$ cat config.mk
export PLATFORM = sky130hd
export DESIGN_NAME = piso_tx
export DESIGN_NICKNAME = d
export VERILOG_FILES = /design/src/rtl/piso_pkg.sv /design/src/rtl/piso_shreg.sv /design/src/rtl/piso_tx.sv
export SDC_FILE = /design/constraint.sdc
export NUM_CORES = 1
export LEC_CHECK = 0
export BUFFER_PORTS_ARGS = -buffer_cell sky130_fd_sc_hd__buf_2
export CORE_MARGIN = 4
export CORE_UTILIZATION = 40
export CTS_BUF_LIST = sky130_fd_sc_hd__clkbuf_16
export DETAILED_ROUTE_END_ITERATION = 8
export SLEW_MARGIN = 10
export SYNTH_ARGS = -nofsm -noshare
export SYNTH_HDL_FRONTEND = slang
export SYNTH_HIERARCHICAL = 1
export SYNTH_SLANG_ARGS = --single-unit
$ cat constraint.sdc
create_clock -name CLK -period 1.45 [get_ports CLK]
set_clock_uncertainty 0.15 [all_clocks]
set_input_delay 0.29 -clock CLK [delete_from_list [all_inputs] [get_ports CLK]]
set_output_delay 0.29 -clock CLK [all_outputs]
set_load 0.01 [all_outputs]
$ cat src/rtl/piso_pkg.sv
// Shared definitions for the piso_tx serializer.
//   - piso_state_e  : FSM state encoding (IDLE, SHIFT, PAR)
//   - PisoDefaultWidth : default parallel word width
package piso_pkg;

    localparam int unsigned PisoDefaultWidth = 8;

    // PAR is only reachable when the parity option (PISO_TX_PARITY_EN) is built in.
    typedef enum logic [1:0] {
        StIdle  = 2'b00,
        StShift = 2'b01,
        StPar   = 2'b10
    } piso_state_e;

endpackage

$ cat src/rtl/piso_shreg.sv
// Parallel-load, left-shifting register for the piso_tx serializer.
// Ports:
//   clk_i    : clock, rising edge
//   rst_i    : asynchronous active-high reset, clears the register
//   load_i   : capture data_i (has priority over shift_i)
//   shift_i  : shift one position towards the MSB, zero fill
//   data_i   : parallel word
//   msb_o    : current MSB, i.e. the bit on the serial line
module piso_shreg
    import piso_pkg::*;
#(
    parameter int unsigned WIDTH = PisoDefaultWidth
) (
    input  logic             clk_i,
    input  logic             rst_i,
    input  logic             load_i,
    input  logic             shift_i,
    input  logic [WIDTH-1:0] data_i,
    output logic             msb_o
);

    logic [WIDTH-1:0] shreg_q;
    logic [WIDTH-1:0] shreg_d;

    always_comb begin
        shreg_d = shreg_q;
        if (load_i) begin
            shreg_d = data_i;
        end else if (shift_i) begin
            shreg_d = {shreg_q[WIDTH-2:0], 1'b0};
        end
    end

    always_ff @(posedge clk_i or posedge rst_i) begin
        if (rst_i) begin
            shreg_q <= '0;
        end else begin
            shreg_q <= shreg_d;
        end
    end

    assign msb_o = shreg_q[WIDTH-1];

endmodule

$ cat src/rtl/piso_tx.sv
// Parallel-in serial-out transmitter, MSB first.
// Ports:
//   CLK        : clock, rising edge
//   Asynch_clr : asynchronous active-high reset
//   D          : parallel word, sampled only on the accepting edge
//   LOAD       : load request, accepted when READY=1
//   READY      : high while idle and able to accept a word
//   SDO        : serial data out
//   SFRAME     : high while SDO carries a frame bit
//   DONE       : one-cycle pulse after the last frame bit
// Build option: define PISO_TX_PARITY_EN to append an even-parity bit to each frame.
module piso_tx
    import piso_pkg::*;
#(
    parameter int unsigned WIDTH = PisoDefaultWidth
) (
    input  logic             CLK,
    input  logic             Asynch_clr,
    input  logic [WIDTH-1:0] D,
    input  logic             LOAD,
    output logic             READY,
    output logic             SDO,
    output logic             SFRAME,
    output logic             DONE
);

    localparam int unsigned CntW = $clog2(WIDTH + 1);
    localparam logic [CntW-1:0] LastCnt = CntW'(WIDTH - 1);

    piso_state_e     state_q, state_d;
    logic [CntW-1:0] cnt_q, cnt_d;
    logic            done_q, done_d;
    logic            accept;
    logic            shift_en;
    logic            shreg_msb;

`ifdef PISO_TX_PARITY_EN
    // Parity is taken from D at the accepting edge so it tracks the captured word.
    logic par_q, par_d;
`endif

    piso_shreg #(
        .WIDTH(WIDTH)
    ) u_shreg (
        .clk_i  (CLK),
        .rst_i  (Asynch_clr),
        .load_i (accept),
        .shift_i(shift_en),
        .data_i (D),
        .msb_o  (shreg_msb)
    );

    always_comb begin
        state_d  = state_q;
        cnt_d    = cnt_q;
        done_d   = 1'b0;
        accept   = 1'b0;
        shift_en = 1'b0;
`ifdef PISO_TX_PARITY_EN
        par_d    = par_q;
`endif
        case (state_q)
            StIdle: begin
                if (LOAD) begin
                    accept  = 1'b1;
                    cnt_d   = '0;
                    state_d = StShift;
`ifdef PISO_TX_PARITY_EN
                    par_d   = ^D;
`endif
                end
            end
            StShift: begin
                shift_en = 1'b1;
                if (cnt_q == LastCnt) begin
                    cnt_d = '0;
`ifdef PISO_TX_PARITY_EN
                    state_d = StPar;
`else
                    state_d = StIdle;
                    done_d  = 1'b1;
`endif
                end else begin
                    cnt_d = cnt_q + CntW'(1);
                end
            end
`ifdef PISO_TX_PARITY_EN
            StPar: begin
                state_d = StIdle;
                done_d  = 1'b1;
            end
`endif
            default: begin
                // Unused encodings fall back to idle without a DONE pulse.
                state_d = StIdle;
                cnt_d   = '0;
            end
        endcase
    end

    always_comb begin
        READY  = 1'b0;
        SFRAME = 1'b0;
        SDO    = 1'b0;
        case (state_q)
            StIdle:  READY = 1'b1;
            StShift: begin
                SFRAME = 1'b1;
                SDO    = shreg_msb;
            end
`ifdef PISO_TX_PARITY_EN
            StPar: begin
                SFRAME = 1'b1;
                SDO    = par_q;
            end
`endif
            default: begin
                READY  = 1'b0;
            end
        endcase
        DONE = done_q;
    end

    always_ff @(posedge CLK or posedge Asynch_clr) begin
        if (Asynch_clr) begin
            state_q <= StIdle;
            cnt_q   <= '0;
            done_q  <= 1'b0;
        end else begin
            state_q <= state_d;
            cnt_q   <= cnt_d;
            done_q  <= done_d;
        end
    end

`ifdef PISO_TX_PARITY_EN
    always_ff @(posedge CLK or posedge Asynch_clr) begin
        if (Asynch_clr) begin
            par_q <= 1'b0;
        end else begin
            par_q <= par_d;
        end
    end
`endif

endmodule
# --- Yosys cells after proc, flatten, opt, wreduce, memory -nomap -nowiden ---
# Cells that the tools add are included.
# Widths: inputs -> output; s select.
totals:
  regBits: 15
  latch_bits: 0
  mem_bits_rw: 0
  romBits: 0
  inputBits: 11
  out_inout_bits: 4
  wordCells: 27
  mem_count: 0
op_classes:
  n_addsub: 1
  multipliers: 0
  div_mod_pow: 0
  n_lt_le_gt_ge: 0
  eq_ne: 4
  shifts: 0
  muxes: 15
  bitwise: 0
  reduce_logical: 3
op_table:
  columns: ["operator", "count"]
  rows:
  - ["$mux 8", 2]
  - ["$mux 4", 2]
  - ["$pmux 4 s2", 1]
  - ["$mux 1", 7]
  - ["$add 4x1->4 const B", 1]
  - ["$eq 4x3->1 const B", 1]
  - ["$mux 2", 2]
  - ["$ne 2x2->1 const B", 2]
  - ["$pmux 2 s2", 1]
  - ["$eq 2x1->1 const B", 1]
  - ["$logic_not 2->1", 1]
  - ["$reduce_and 2->1", 1]
  - ["$reduce_bool 2->1", 1]

# --- Longest topological paths before layout ---
depth:
  ltp_word: 4
  mapped_depth: 4
  mapped_depth_nobuf: 4

# --- Modules after synthesis ---
# Netlist, hierarchy kept.
modules_own_cells:
  columns: ["mod", "instances", "cells_each", "area_per_inst_um2", "seq_area_each_um2"]
  rows:
  - ["piso_shreg", 1, 35, 372.9, 200.2]
  - ["piso_tx", 1, 30, 295.3, 150.1]

# --- Least setup slack after synthesis ---
# Ideal clock, no wire load.
synth_path:
  path_kind: "register to register"
  from: "register state_q[0]"
  to: "register u_shreg.shreg_q[0]"
  setup_time_ns: 0.127
  arrival_ns: 1.007
  required_time_ns: 1.173
  slack_ns: 0.167
  stages_incl_launch_ff: 5
  n_path_buf: 1
  synth_period_minus_slack_ns: 1.283
  cell_sequence: "dfrtp_1 > and2b_1 > buf_6 > nand2_1 > o21ai_0"
synth_between:
  elab_chain_len: 3
  elab_cells_between_ends: 6
  cone_classes: "eq/ne (1); mux (3); reduce/logical (2)"
synth_rtl:
  columns: ["element", "line", "text"]
  rows:
  - ["start: declaration", "piso_tx.sv:30", "piso_state_e state_q, state_d;"]
  - ["start signal: assignment", "piso_tx.sv:126", "state_q <= StIdle;"]
  - ["start signal: assignment", "piso_tx.sv:130", "state_q <= state_d;"]
  - ["$logic_not 2->1 (*)", "piso_tx.sv:62", "case (state_q)"]
  - ["$mux 1 (*)", "piso_tx.sv:62", null]
  - ["via accept", "piso_tx.sv:33", "logic accept;"]
  - ["$mux 8 / $reduce_bool 2->1 (equally long branches)", null, null]
  - ["end signal: assignment", "piso_shreg.sv:38", "shreg_q <= shreg_d;"]
  - ["end: declaration", "piso_shreg.sv:22", "logic [WIDTH-1:0] shreg_q;"]
# Mark *: on every way through the listed nets, which the timed path passes. The rest lies on a longest branch.
# A chain may end at the register's enable or synchronous reset.

# --- Worst setup path after layout ---
layout_path:
  from: "register state_q[0]"
  to: "output READY"
layout_between:
  elab_chain_len: 2
layout_rtl:
  columns: ["element", "line", "text"]
  rows:
  - ["$logic_not 2->1", "piso_tx.sv:105", "case (state_q)"]
  - ["$mux 1", "piso_tx.sv:105", null]
  - ["end: declaration", "piso_tx.sv:21", "output logic READY,"]
# No other way between the ends.

==> results.yml <==
critical_path:
  crit_type: "flop to primary output"
  crit_fanout: 6
  cp_data_required_time_ns: 1.01
  critical-path-max-stage-delay_ns: 0.40
  crit_path_start_kind: "flop"
  crit-reg2reg-launch: "state_q[0]"
  end_kind: "primary output"
  critPathBufInv: 3
  cp_num_cells: 3
  crit_family: "flip-flops"
  startpoint: "state_q[0]"
  worst_path_most_repeated_cell: "sky130_fd_sc_hd__buf_6"
  timing.reg2reg.setup_slack_ns: 0.10
  reg2regPathDepth: 5
  crit_chain: "buf_6, inv_6, buf_6"
  worst_r2r_endpoint: "u_shreg/shreg_q[4]"
  worst_ep_arrival_time_ns: 0.95
  highest_delay_cell_along_the_critical_path: "sky130_fd_sc_hd__dfrtp_1"
  setup.worst_path.end: "READY"
sta:
  max_freq_ghz: 0.7183
  finalSetupTns_ns: 0
  final_min_period_over_clock_period: 0.9602
  worst_slew_pin_slew_ns: 0.3083
  slew_violations: 0
  timing.slew.headroom: 0.7942
  final_hold_viol_count: 0
  setup_repair_after_global_routing_missed_its_margin: "no"
  min_period_ns: 1.392
  setup_viol: 0
synthesis:
  yosys_warnings: 6
  yosysUniqueCellTypes: 19
  post_synth_inst_count: 65
  syn_area_per_cell_um2: 10.28
  synth-seq-area-share: 0.5243
  synth.cell_area_um2: 668.1
  syn-num-nets: 77
  ys_seq_elements: 14
power_and_ir_drop:
  net-switching-power_mw: 0.5642
  p_leak_nw: 0.4575
  power_frac_seq: 0.363
  power_report.internal_total_mw: 1.210
  power.switching_fraction: 0.3181
  power.share.clock: 0.287
  power_share_of_the_combinational_group: 0.350
  report.power.total_mw: 1.774
  powerDensity_nw_per_um2: 2037
  peak_ir_drop_on_the_vdd_network_v: 0.001050
floorplan:
  die_area_um2: 2388
  core_um2: 1541
  height_of_the_die_um: 48.87
  rows: 14
  floorplan.die.width_um: 48.87
  floorplan.io_pins: 15
  floorplan.initialDensity: 0.4334
routing:
  routedWlPerCell_um: 11.92
  drc_errors: 0
  drt_pre_antenna_iters: 4
  post_drt_via_cell_ratio: 4.980
  routed-via-count: 508
  ant_nets: 0
  drt_iter0_markers: 5
  routed_wl_um: 1216
place:
  globalplace.congestion: 0.7516
  dpl-instance-area_um2: 758.2
  number_of_input_and_output_port_buffers_inserted: 14
  dp.final_hpwl_um: 886.4
clocking:
  clockRootBuffer: "sky130_fd_sc_hd__clkbuf_16"
  clkTransAtPathRegs_ns: 0.05
  cts_max_path_buffers: 2
  ctsHtreeMaxLevel: 1
  clkLatencyLatePin_ns: 0.24
  cts_num_sinks: 14
  number_of_cts_inserted_buffers: 3
  tritoncts_clock_tree: "built"
layout:
  regArea_um2: 350.3
  final_cell_utilization_of_the_core: 0.5649
  area_of_combinational_cells_with_multiple_inputs_um2: 285.3
  drive_above_1_share: 0.3023
  syn_to_final_growth_pct: 30.34
  antennaDiodeCount: 0
  stdcell_area_um2: 870.8
  filler_cells: 146
  layout.nets: 99
global_route:
  track_usage: 0.1137
  global_route.overflow_total: 0
  grt_pass1_wl_um: 2104
  grt_antenna_before_repair: 0
  number_of_global_route_vias_before_repair: 493
  grt_start_max_net_pins: 10
worst_hold_path:
  hold_path_class: "primary input to flop"
  whs_path_depth: 3
run:
  maxCapViolations: 0
run_status:
  status: "complete, no violations"
[tightest hold or removal path, cell delays in order]
cell and delay [ns]:
sky130_fd_sc_hd__buf_2 0.07, sky130_fd_sc_hd__nand2_1 0.04, sky130_fd_sc_hd__o21ai_1 0.06
[area by class of cell]
class	count	area share
Inverter	3	0.01868
Multi-Input combinational cell	46	0.3276
Tap cell	16	0.02299
Clock buffer	3	0.08621
Clock inverter	1	0.004310
Timing Repair Buffer	19	0.1379
Sequential cell	14	0.4023
[metal layers]
layer / part of all wire / vias to the layer above / track usage
met2: 0.43 / 11 / 0.1652
met4: 0.0082 / 0 / 0.05381
met5: 0 / - / 0
met3: 0.050 / 2 / 0.03976
li1: - / 263 / -
met1: 0.51 / 232 / 0.1494
[Yosys cell counts]
cell type | n | share of area
sky130_fd_sc_hd__buf_6 | 2 | 0.034
sky130_fd_sc_hd__inv_2 | 1 | 0.0056
sky130_fd_sc_hd__dfrtp_1 | 14 | 0.52
sky130_fd_sc_hd__nor2b_1 | 1 | 0.0094
sky130_fd_sc_hd__o31ai_2 | 1 | 0.019
sky130_fd_sc_hd__o21ai_1 | 9 | 0.067
sky130_fd_sc_hd__a21oi_1 | 1 | 0.0075
sky130_fd_sc_hd__nand2b_1 | 1 | 0.0094
sky130_fd_sc_hd__nor2_2 | 1 | 0.0094
sky130_fd_sc_hd__nor3_4 | 1 | 0.024
sky130_fd_sc_hd__nor2_1 | 2 | 0.011
sky130_fd_sc_hd__ha_1 | 1 | 0.019
sky130_fd_sc_hd__nand3_1 | 1 | 0.0075
sky130_fd_sc_hd__nand2_1 | 14 | 0.079
sky130_fd_sc_hd__mux2i_1 | 8 | 0.12
sky130_fd_sc_hd__and2_1 | 1 | 0.0094
sky130_fd_sc_hd__o21ai_0 | 3 | 0.022
sky130_fd_sc_hd__inv_1 | 2 | 0.011
sky130_fd_sc_hd__and2b_1 | 1 | 0.011
[worst min path at each step]
stage	start	slack, ns	to
final	D[2]	0.12	u_shreg/shreg_q[2]
after global routing	D[1]	0.12	u_shreg/shreg_q[1]
after global placement	Asynch_clr	0.08	DONE
after detailed placement	Asynch_clr	0.08	DONE
after CTS	D[5]	0.12	u_shreg/shreg_q[5]
after floorplan	Asynch_clr	-0.07	DONE
[logic make-up after synthesis]
kind of cell               synth area share
and+or+nand+nor                      0.1704
AOI/OAI and AO/OA                    0.1161
DFF                                  0.5244
muxes                                0.1199
buffers and inverters               0.05056
adders and majority gates           0.01872
[placed cells by master (no fill, tap or decap)]
cell type,count
sky130_fd_sc_hd__dfrtp_1,14
sky130_fd_sc_hd__nand2_1,14
sky130_fd_sc_hd__buf_2,13
sky130_fd_sc_hd__o21ai_1,9
sky130_fd_sc_hd__mux2i_1,8
sky130_fd_sc_hd__o21ai_0,3
sky130_fd_sc_hd__clkbuf_16,3
sky130_fd_sc_hd__buf_4,3
sky130_fd_sc_hd__nor2_1,2
sky130_fd_sc_hd__inv_1,2
sky130_fd_sc_hd__buf_6,2
sky130_fd_sc_hd__inv_6,1
sky130_fd_sc_hd__nor2b_1,1
sky130_fd_sc_hd__o31ai_2,1
sky130_fd_sc_hd__and2_1,1
sky130_fd_sc_hd__and2b_2,1
sky130_fd_sc_hd__nor3_4,1
sky130_fd_sc_hd__nor2_2,1
sky130_fd_sc_hd__a21oi_1,1
sky130_fd_sc_hd__nand3_1,1
sky130_fd_sc_hd__ha_1,1
sky130_fd_sc_hd__clkinv_1,1
sky130_fd_sc_hd__dlygate4sd3_1,1
sky130_fd_sc_hd__nand2b_1,1
[metrics by stage]
step	hold WS, ns	std cells	worst slack, ns
2_1_floorplan	-0.06904	65	0.1666
3_3_place_gp	0.07887	96	0.1715
3_5_place_dp	0.07919	96	0.1646
4_1_cts	0.1165	102	0.009741
5_1_grt	0.1250	102	0.01112
6_report	0.1162	102	0.05773
[flip-flops by register name, indices dropped and copies added, names as in the netlist]
name / count
cnt_q: 4
DONE: 1
state_q: 1
u_shreg/shreg_q: 8
[power groups by stage]
stage          sequential (mW)  clock [mW]  combinational (mW)
2_1_floorplan            0.649           0               0.425
3_3_place_gp             0.645           0               0.560
3_5_place_dp             0.647           0               0.569
4_1_cts                  0.645       0.519               0.616
5_1_grt                  0.670       0.534               0.698
6_report                 0.645       0.508               0.621
[timing repair]
item,4_1_cts,5_1_grt
cloned,0,0
gates resized for setup,2,3
endpoints found under the hold margin,14,0
hold buffers,1,0
buffers inserted,1,0
setup endpoints to repair,1,5
Power figures use the tool's default switching activity.
